$ cat src/rtl/sipo_load_arbiter.sv
// Round-robin arbiter that serializes a granted parallel word MSB-first onto a SIPO shift register.
// Optional SIPO_FRAME_CNT_EN adds an 8-bit FRAME_CNT output counting completed frames.
module sipo_load_arbiter #(
    parameter int unsigned WIDTH    = 4,
    parameter int unsigned IDLE_GAP = 1
) (
    input  logic             CLK,
    input  logic             RST,
    input  logic             REQ0,
    input  logic [WIDTH-1:0] DATA0,
    output logic             ACK0,
    input  logic             REQ1,
    input  logic [WIDTH-1:0] DATA1,
    output logic             ACK1,
    output logic             SDO,
    output logic             SR_VALID,
    output logic             GNT_ID,
`ifdef SIPO_FRAME_CNT_EN
    output logic [7:0]       FRAME_CNT,
`endif
    output logic             BUSY
);

    localparam int unsigned CW = (WIDTH > 1) ? $clog2(WIDTH) : 1;
    localparam int unsigned GW = (IDLE_GAP > 1) ? $clog2(IDLE_GAP) : 1;

    localparam logic [1:0] S_IDLE  = 2'd0;
    localparam logic [1:0] S_SHIFT = 2'd1;
    localparam logic [1:0] S_GAP   = 2'd2;

    logic [1:0]       state,    state_nxt;
    logic [WIDTH-1:0] hold,     hold_nxt;
    logic [CW-1:0]    bit_cnt,  bit_cnt_nxt;
    logic [GW-1:0]    gap_cnt,  gap_cnt_nxt;
    logic             prio,     prio_nxt;
    logic             ack0_nxt, ack1_nxt, sdo_nxt, sr_valid_nxt, gnt_id_nxt, busy_nxt;

    logic             req_any;
    logic             pick;
    logic [WIDTH-1:0] grant_word;
    logic             idle_eval;

    // Arbitration: a lone requester wins; on a tie the favoured one (not granted last) wins.
    always_comb begin
        req_any    = REQ0 | REQ1;
        pick       = (REQ0 & REQ1) ? prio : REQ1;
        grant_word = pick ? DATA1 : DATA0;
    end

    // Next-state and next-output logic.
    always_comb begin
        state_nxt    = state;
        hold_nxt     = hold;
        bit_cnt_nxt  = bit_cnt;
        gap_cnt_nxt  = gap_cnt;
        prio_nxt     = prio;
        ack0_nxt     = 1'b0;
        ack1_nxt     = 1'b0;
        sdo_nxt      = SDO;
        sr_valid_nxt = 1'b0;
        gnt_id_nxt   = GNT_ID;
        busy_nxt     = BUSY;
        idle_eval    = 1'b0;

        case (state)
            S_IDLE: begin
                idle_eval = 1'b1;
            end
            S_SHIFT: begin
                if (bit_cnt != '0) begin
                    sdo_nxt     = hold[bit_cnt - CW'(1)];
                    bit_cnt_nxt = bit_cnt - CW'(1);
                end else begin
                    // Last bit has just been captured downstream: word is complete.
                    sr_valid_nxt = 1'b1;
                    if (IDLE_GAP == 0) begin
                        idle_eval = 1'b1;
                    end else begin
                        sdo_nxt     = 1'b0;
                        gap_cnt_nxt = GW'(IDLE_GAP - 1);
                        state_nxt   = S_GAP;
                    end
                end
            end
            S_GAP: begin
                if (gap_cnt == '0) begin
                    idle_eval = 1'b1;
                end else begin
                    gap_cnt_nxt = gap_cnt - GW'(1);
                end
            end
            default: begin
                state_nxt = S_IDLE;
                sdo_nxt   = 1'b0;
                busy_nxt  = 1'b0;
            end
        endcase

        // The last gap edge doubles as the first IDLE edge so the frame period is WIDTH+IDLE_GAP.
        if (idle_eval) begin
            if (req_any) begin
                hold_nxt    = grant_word;
                ack0_nxt    = ~pick;
                ack1_nxt    = pick;
                gnt_id_nxt  = pick;
                prio_nxt    = ~pick;
                busy_nxt    = 1'b1;
                sdo_nxt     = grant_word[WIDTH-1];
                bit_cnt_nxt = CW'(WIDTH - 1);
                state_nxt   = S_SHIFT;
            end else begin
                sdo_nxt   = 1'b0;
                busy_nxt  = 1'b0;
                state_nxt = S_IDLE;
            end
        end
    end

    // State and output registers; reset abandons any frame in flight.
    always_ff @(posedge CLK) begin
        if (!RST) begin
            state    <= S_IDLE;
            hold     <= '0;
            bit_cnt  <= '0;
            gap_cnt  <= '0;
            prio     <= 1'b0;
            ACK0     <= 1'b0;
            ACK1     <= 1'b0;
            SDO      <= 1'b0;
            SR_VALID <= 1'b0;
            GNT_ID   <= 1'b0;
            BUSY     <= 1'b0;
        end else begin
            state    <= state_nxt;
            hold     <= hold_nxt;
            bit_cnt  <= bit_cnt_nxt;
            gap_cnt  <= gap_cnt_nxt;
            prio     <= prio_nxt;
            ACK0     <= ack0_nxt;
            ACK1     <= ack1_nxt;
            SDO      <= sdo_nxt;
            SR_VALID <= sr_valid_nxt;
            GNT_ID   <= gnt_id_nxt;
            BUSY     <= busy_nxt;
        end
    end

`ifdef SIPO_FRAME_CNT_EN
    // Completed-frame counter, advances together with SR_VALID and wraps naturally.
    always_ff @(posedge CLK) begin
        if (!RST) begin
            FRAME_CNT <= 8'd0;
        end else if (sr_valid_nxt) begin
            FRAME_CNT <= FRAME_CNT + 8'd1;
        end
    end
`endif

`ifndef SYNTHESIS
    // Sanity properties on the registered outputs.
    always_ff @(posedge CLK) begin
        if (RST) begin
            assert (!(ACK0 && ACK1)) else $error("both acknowledges asserted");
            assert (!(ACK0 || ACK1) || BUSY) else $error("acknowledge without busy");
        end
    end
`endif

endmodule

$ cat config.mk
export PLATFORM = sky130hd
export DESIGN_NAME = sipo_load_arbiter
export DESIGN_NICKNAME = d
export VERILOG_FILES = /design/src/rtl/sipo_load_arbiter.sv
export SDC_FILE = /design/constraint.sdc
export NUM_CORES = 1
export LEC_CHECK = 0
export CAP_MARGIN = 25
export CORE_MARGIN = 3
export CORE_UTILIZATION = 25
export DETAILED_ROUTE_END_ITERATION = 12
export REMOVE_ABC_BUFFERS = 1
export SETUP_SLACK_MARGIN = 0.02
export SYNTH_ARGS = -nofsm -noshare
export SYNTH_HDL_FRONTEND = slang
export SYNTH_SLANG_ARGS = --single-unit
export TNS_END_PERCENT = 1
$ cat constraint.sdc
create_clock -name CLK -period 1.82 [get_ports CLK]
set_input_delay 0.455 -clock CLK [delete_from_list [all_inputs] [get_ports CLK]]
set_output_delay 0.455 -clock CLK [all_outputs]
set_load 0.03 [all_outputs]
==> summary.md, run 1 <==
| Metric | Value |
|---|---|
| Crit path buf inv count | 1 |
| Fin area | 922 um^2 |
| Worst-Skew Late Latency | about 0.29 ns |
| Mean Syn Cell Area | 9.70 um^2 |
| Gate Count Post-Synth | a little over 70 |
| Setup Skew | 0.00218 ns |
| Nets | 108 |
| Max Slew Vio Count | 0 |
| Total number of vias | 574 |
| Num CTS Buffers | 3 |
| Actual slew at the worst max-slew pin | 0.400 ns |
| Post-CTS Hold Buffers | 0 |
| I/O pins | 18 |
| Slowest cell delay on critical path | 0.67 ns |
| Critical path class | flop to output pin |
| Critical-path cell list | clkdlybuf4s50_1 |
| DIE AREA | between 0.003 and 0.004 mm^2 |
| First-pass GRT wire length | ~2600 um |
| Met3 usage | approximately 3.7% |
| Detailed placement HPWL | 1140 um |
| Area of the core | 0.00257 mm^2 |
| Seq/Total Area, Yosys | 43.0% |
| Worst path slowest cell | clkdlybuf4s50_1 |
| Crit path capture type | output pin |
| Max transition margin | 73.2% |
| Critical path arrival | 1.29 ns |
| Routability cong. | slightly above 0.7 |
| Starting Density | 27.2% |
| Starting DRT DRC Count | 6 |
| Vias per cell | around 4.7 |
| Ant. Diodes | 0 |
| Placed Area | roughly 900 um^2 |
| Die Y | 58.8 um |
| Htree depth | 1 |
| Worst hold path class | flop to flop |
| Clock Sinks | 15 |
| Number of antenna violations at the first check in global routing | 0 |
| Final-report setup violation count | 0 |
| GRT met1 Usage | 12.5% |
| RSZ-0062 raised after global routing | no |
| Commonest non-fill, non-tap cell in the layout | clkdlybuf4s50_1 |
| Leak | 0.380 nW |
| Layout fillers | 278 |
| First-pass DRT Iterations | 2 |
| Largest net degree at the start of global routing | 13 |
| Power per cell area | 822 mW/mm^2 |
| Total gr overflow | 0 |
| Overall routing resource usage | 10.2% |
| Layout cell share with drive strength beyond 1 | 16.3% |
| Setup tns final | 0 ns |
| WP data required | 1.36 ns |
| CP Launch Type | flop |
| Final Non-Filler Cells | 122 |
| Area delta synth->final | 32.1% |
| Yosys reg bits | 15 |
| Tcrit/Tclk final | between 90% and 100% |
| GR Util met2 | 15.3% |
| Post-synthesis cell type count | 28 |
| Maximum vdd drop | ~640 uV |
| Min Clock Period, post-route | 1.75 ns |
| Number of port buffers | 17 |
| Drt total wl | 1490 um |
| Crit path max-delay family | buffers and inverters |
| Clock buffer depth | 2 |
| Routed len/inst | ~12 um |
| CTS Root Buffer Type | clkbuf_4 |
| Clock slew at reported path FFs | 0.09 ns |
| FMAX | 573 MHz |
| Final Hold Viols | 0 |
| Netlist Area Pre-Place | 698 um^2 |
| Total power | between 0.0007 and 0.0008 W |
| Max-cap violations | 0 |
| Synth warn | 0 |
| TritonCTS clock tree | done |
| GRT busiest layer | met2 |
| Status | finished, final reports clean |
| Most frequent cells in the layout | clkdlybuf4s50_1, dfxtp_1, inv_1, a21oi_1, o21ai_0 |
| Placed cell count | 118 |
| Row cnt | 18 |
| DRT antenna net count | 0 |
| Post-route DRC violation count | 0 |
| Crit path max fanout | 1 |
| Number of global-route vias before repair | 557 |
| Die W | 58.8 um |
metal layers:
metal	wire length [um]	up-vias
met4	40	0
met5	0	-
met2	678	15
li1	-	297
met1	698	258
met3	71	4
registers in the layout (all words and copies together) (netlist names):
signal	flops
hold	4
bit_cnt	2
state	2
ACK0	1
ACK1	1
BUSY	1
GNT_ID	1
SDO	1
SR_VALID	1
prio	1
logic make-up (layout without fill, tap and decap cells):
| kind of cell | Yosys count | in the layout | share of synthesized area, % |
|---|---|---|---|
| compound gates | 22 | 22 | 21.5 |
| fa+ha+maj | 3 | 3 | 5.38 |
| buf+inv | 9 | 29 | 7.71 |
| flops | 15 | 15 | 43.0 |
| mux | 3 | 3 | 6.09 |
| simple gates | 20 | 20 | 16.3 |
synthesized netlist by cell type:
| cell | n | area [um^2] |
|---|---|---|
| and2b_1 | 1 | 7.51 |
| inv_1 | 5 | 18.8 |
| nand2b_1 | 1 | 6.26 |
| nand2b_2 | 1 | 8.76 |
| buf_4 | 1 | 7.51 |
| nand3_2 | 1 | 10.0 |
| nand4_1 | 1 | 6.26 |
| buf_6 | 2 | 22.5 |
| o21bai_1 | 1 | 7.51 |
| nand2_1 | 3 | 11.3 |
| nor2_1 | 4 | 15.0 |
| o31ai_1 | 2 | 15.0 |
| o21ai_2 | 2 | 17.5 |
| a31oi_1 | 3 | 18.8 |
| ha_1 | 3 | 37.5 |
| nand3_1 | 4 | 20.0 |
| mux4_2 | 1 | 22.5 |
| buf_2 | 1 | 5.00 |
| a22oi_1 | 1 | 7.51 |
| o21ai_0 | 5 | 25.0 |
| and3_1 | 2 | 12.5 |
| nor3_2 | 1 | 10.0 |
| a21oi_1 | 5 | 25.0 |
| o21ba_4 | 1 | 16.3 |
| nor2b_1 | 1 | 6.26 |
| dfxtp_1 | 15 | 300 |
| mux2i_1 | 2 | 20.0 |
| a21oi_2 | 2 | 17.5 |
where the power goes:
group	total, W	leakage, nW	internal [W]	switching (W)
logic	0.000189	0.241	0.0000949	0.0000939
clock network	0.000191	0.0150	0.0000853	0.000106
registers	0.000378	0.124	0.000358	0.0000191
total	0.000758	0.380	0.000539	0.000219
worst min-delay path: cells and delay by family (launching register included):
kind               cells  cell delay [ns]
DFF                    1             0.32
and+or+nand+nor        1             0.07
AOI/OAI and AO/OA      1             0.05
area by class of cell:
type,count,area [um^2],area share [%]
clock buffers,4,26.3,2.85
inverters,5,18.8,2.04
well taps,30,37.5,4.07
multi-input cells,48,344,37.3
flip-flops and latches,15,300,32.6
repair buffers,20,195,21.2
through the flow:
stage,setup slack (ns),hold slack [ns],utilization [%]
floorplan,0.364,0.441,-
global placement,0.182,0.458,34.8
detailed placement,0.120,0.464,34.8
CTS,0.0438,0.477,35.8
global route,0.0242,0.512,35.9
finish,0.0745,0.474,35.9
final timing paths:
path,startpoint,endpoint,slack [ns],cells after the start
worst max register to register,bit_cnt[0]$_SDFF_PN0_,SDO$_SDFF_PN0_,0.27,5
worst max-delay path,ACK1$_SDFF_PN0_,ACK1,0.07,1
worst min register to register,GNT_ID$_SDFFE_PN0P_,GNT_ID$_SDFFE_PN0P_,0.47,2
worst min-delay path,GNT_ID$_SDFFE_PN0P_,GNT_ID$_SDFFE_PN0P_,0.47,2
what timing repair did:
| action | in CTS | in global routing |
|---|---|---|
| endpoints found under the hold margin | 0 | 0 |
| resized for setup | 0 | 1 |
| buffers inserted | 0 | 0 |
| setup endpoints to repair | 0 | 1 |
(Power assumes the default switching activity.)
==> run 2: changes to the inputs <==
- SLEW_MARGIN: not set -> 10
==> results of run 2 <==
Final layout, timing and power as in run 1 (identical DEF).
==> run 3: changes to the inputs <==
- SETUP_SLACK_MARGIN: 0.02 -> not set
==> summary.md, run 3 (synthesized netlist as in run 1, its figures left out) <==
| Metric | Value |
|---|---|
| Starting Density | 27.2% (unchanged) |
| Maximum vdd drop | 641 uV (was 644 uV) |
| Most frequent cells in the layout | clkdlybuf4s50_1, dfxtp_1, inv_1, a21oi_1, o21ai_0 (unchanged) |
| Max-cap violations | 0 (unchanged) |
| Reg2Reg Depth | 5 (unchanged) |
| Metal3 WL | 71 um (unchanged) |
| Detailed placement HPWL | 1140 um (unchanged) |
| Ant. Diodes | 0 (unchanged) |
| Power per cell area | 824 mW/mm^2 (was 822 mW/mm^2) |
| Setup tns final | 0 ns (unchanged) |
| Layout fillers | 279 (was 278) |
| Hold-critical path depth | 2 (unchanged) |
| Crit path max-delay family | buffers and inverters (unchanged) |
| Number of flip-flops under the largest register name | 4 (unchanged) |
| Largest net degree at the start of global routing | 13 (unchanged) |
| Area of the core | 0.00257 mm^2 (unchanged) |
| Total gr overflow | 0 (unchanged) |
| Net Sw Power | 0.000219 W (about the same) |
| Setup bufs post-CTS | 0 (unchanged) |
| Logic pwr share | 25.0% (was 24.9%) |
| Number of global-route vias before repair | 557 (unchanged) |
| DIE AREA | 0.00346 mm^2 (unchanged) |
| Post-CTS Hold Buffers | 0 (unchanged) |
| Die Y | 58.8 um (unchanged) |
| Post-layout worst setup margin | 0.0525 ns (was 0.0745 ns) |
| Max Slew Vio Count | 0 (unchanged) |
| Critical-path cell list | clkdlybuf4s50_1 (unchanged) |
| Sw Ratio | 28.9% (about the same) |
| DP Worst Slack | 0.120 ns (unchanged) |
| Area delta synth->final | 31.7% (was 32.1%) |
| Die W | 58.8 um (unchanged) |
| RR Startpoint | bit_cnt[0]$_SDFF_PN0_ (unchanged) |
| Crit path buf inv count | 1 (unchanged) |
| TritonCTS clock tree | done (unchanged) |
| Final-report setup violation count | 0 (unchanged) |
| Multi-input gate area | 344 um^2 (unchanged) |
| Hold path startpoint | GNT_ID$_SDFFE_PN0P_ (unchanged) |
| Hold Path End | GNT_ID$_SDFFE_PN0P_ (unchanged) |
| Number of port buffers | 17 (unchanged) |
| Worst hold path class | flop to flop (unchanged) |
| First-pass DRT Iterations | 2 (unchanged) |
| WP data required | 1.36 ns (about the same) |
| Clock Sinks | 15 (unchanged) |
| Post-CTS Resized | 0 (unchanged) |
| Num CTS Buffers | 3 (unchanged) |
| Seq. cell area | 300 um^2 (unchanged) |
| Leak | 0.367 nW (was 0.380 nW) |
| Worst reg2reg path endpoint | SDO$_SDFF_PN0_ (unchanged) |
| Slowest cell delay on critical path | 0.68 ns (was 0.67 ns) |
| Routed len/inst | 12.2 um (about the same) |
| First-pass GRT wire length | 2580 um (unchanged) |
| Max transition margin | 73.2% (unchanged) |
| DRT antenna net count | 0 (unchanged) |
| Critical path arrival | 1.31 ns (was 1.29 ns) |
| Number of antenna violations at the first check in global routing | 0 (unchanged) |
| I/O pins | 18 (unchanged) |
| Largest regs | hold (4), bit_cnt (2), state (2) (unchanged) |
| Starting DRT DRC Count | 6 (unchanged) |
| Pint | 0.000539 W (about the same) |
| Worst-Skew Late Latency | 0.29 ns (about the same) |
| Final Hold Viols | 0 (unchanged) |
| Crit path max fanout | 2 (was 1) |
| Overall routing resource usage | 10.2% (unchanged) |
| Htree depth | 1 (unchanged) |
| Drt total wl | 1490 um (about the same) |
| Actual slew at the worst max-slew pin | 0.400 ns (unchanged) |
| Largest Register | hold (unchanged) |
| Status | finished, final reports clean (unchanged) |
| Routability cong. | 0.706 (unchanged) |
| CTS Root Buffer Type | clkbuf_4 (unchanged) |
| Post-route DRC violation count | 0 (unchanged) |
| Row cnt | 18 (unchanged) |
| Clock buffer depth | 2 (unchanged) |
| Worst reg-to-reg setup slack | 0.27 ns (about the same) |
| Tcrit/Tclk final | 97.1% (was 95.9%) |
| Crit path capture type | output pin (unchanged) |
| Max layer used | met4 (unchanged) |
| RSZ-0062 raised after global routing | no (unchanged) |
| Nets | 108 (unchanged) |
| Total number of vias | 574 (unchanged) |
| Commonest non-fill, non-tap cell in the layout | clkdlybuf4s50_1 (unchanged) |
| Vias per cell | 4.70 (unchanged) |
| CP Launch Type | flop (unchanged) |
| Critical path class | flop to output pin (unchanged) |
| Layout cell share with drive strength beyond 1 | 16.3% (unchanged) |
| FMAX | 566 MHz (was 573 MHz) |
| Final design utilization | 35.8% (was 35.9%) |
| Worst path slowest cell | clkdlybuf4s50_1 (unchanged) |
| Clock share of power | 25.2% (about the same) |
| Setup Skew | 0.00218 ns (about the same) |
| Routed wl met2 | 678 um (unchanged) |
| Met1 WL | 699 um (was 698 um) |
| Min Clock Period, post-route | 1.77 ns (was 1.75 ns) |
| Sequential power share | 49.8% (about the same) |
| Clock slew at reported path FFs | 0.09 ns (about the same) |
-- run 3: changes by cell type in the layout (fill, tap and decap cells not counted) --
cell | previous run | this run
clkdlybuf4s50_1 | 16 | 17
dlymetal6s2s_1 | 1 | 0
-- run 3: worst max-delay path by stage --
stage / startpoint / end / slack, ns / cells after the start
global placement: REQ1 / hold[0]$_SDFFE_PN0P_ / 0.18 / 4
detailed placement: REQ1 / hold[0]$_SDFFE_PN0P_ / 0.12 / 4
floorplan: bit_cnt[0]$_SDFF_PN0_ / SDO$_SDFF_PN0_ / 0.36 / 5
global route: BUSY$_SDFFE_PN0P_ / BUSY / 0.02 / 1
finish: BUSY$_SDFFE_PN0P_ / BUSY / 0.05 / 1
CTS: BUSY$_SDFFE_PN0P_ / BUSY / 0.04 / 1
-- run 3: area by class of cell --
type,instances,share of cell area [%]
inverters,5,2.04
flip-flops and latches,15,32.7
repair buffers,20,21.0
well taps,30,4.08
clock buffers,4,2.86
multi-input cells,48,37.4
-- run 3: through the flow --
stage	total power [W]	instance area, um^2	hold WS [ns]	std cells
after floorplan	0.000495	663	0.441	68
after global placement	0.000573	893	0.458	118
after detailed placement	0.000576	893	0.464	118
after CTS	0.000768	920	0.477	122
after global routing	0.000801	920	0.512	122
final	0.000758	920	0.474	122
-- run 3: routing by layer --
layer | up-vias | GRT usage [%]
li1 | 297 | -
met2 | 15 | 15.3
met5 | - | 0
met3 | 4 | 3.73
met1 | 258 | 12.5
met4 | 0 | 6.15
-- run 3: power by group through the flow --
stage               sequential [W]  clock [W]  combinational, W
floorplan                 0.000400          0         0.0000951
detailed placement        0.000386          0          0.000190
CTS                       0.000378   0.000198          0.000192
global route              0.000382   0.000210          0.000209
finish                    0.000378   0.000191          0.000189
global placement          0.000385          0          0.000188
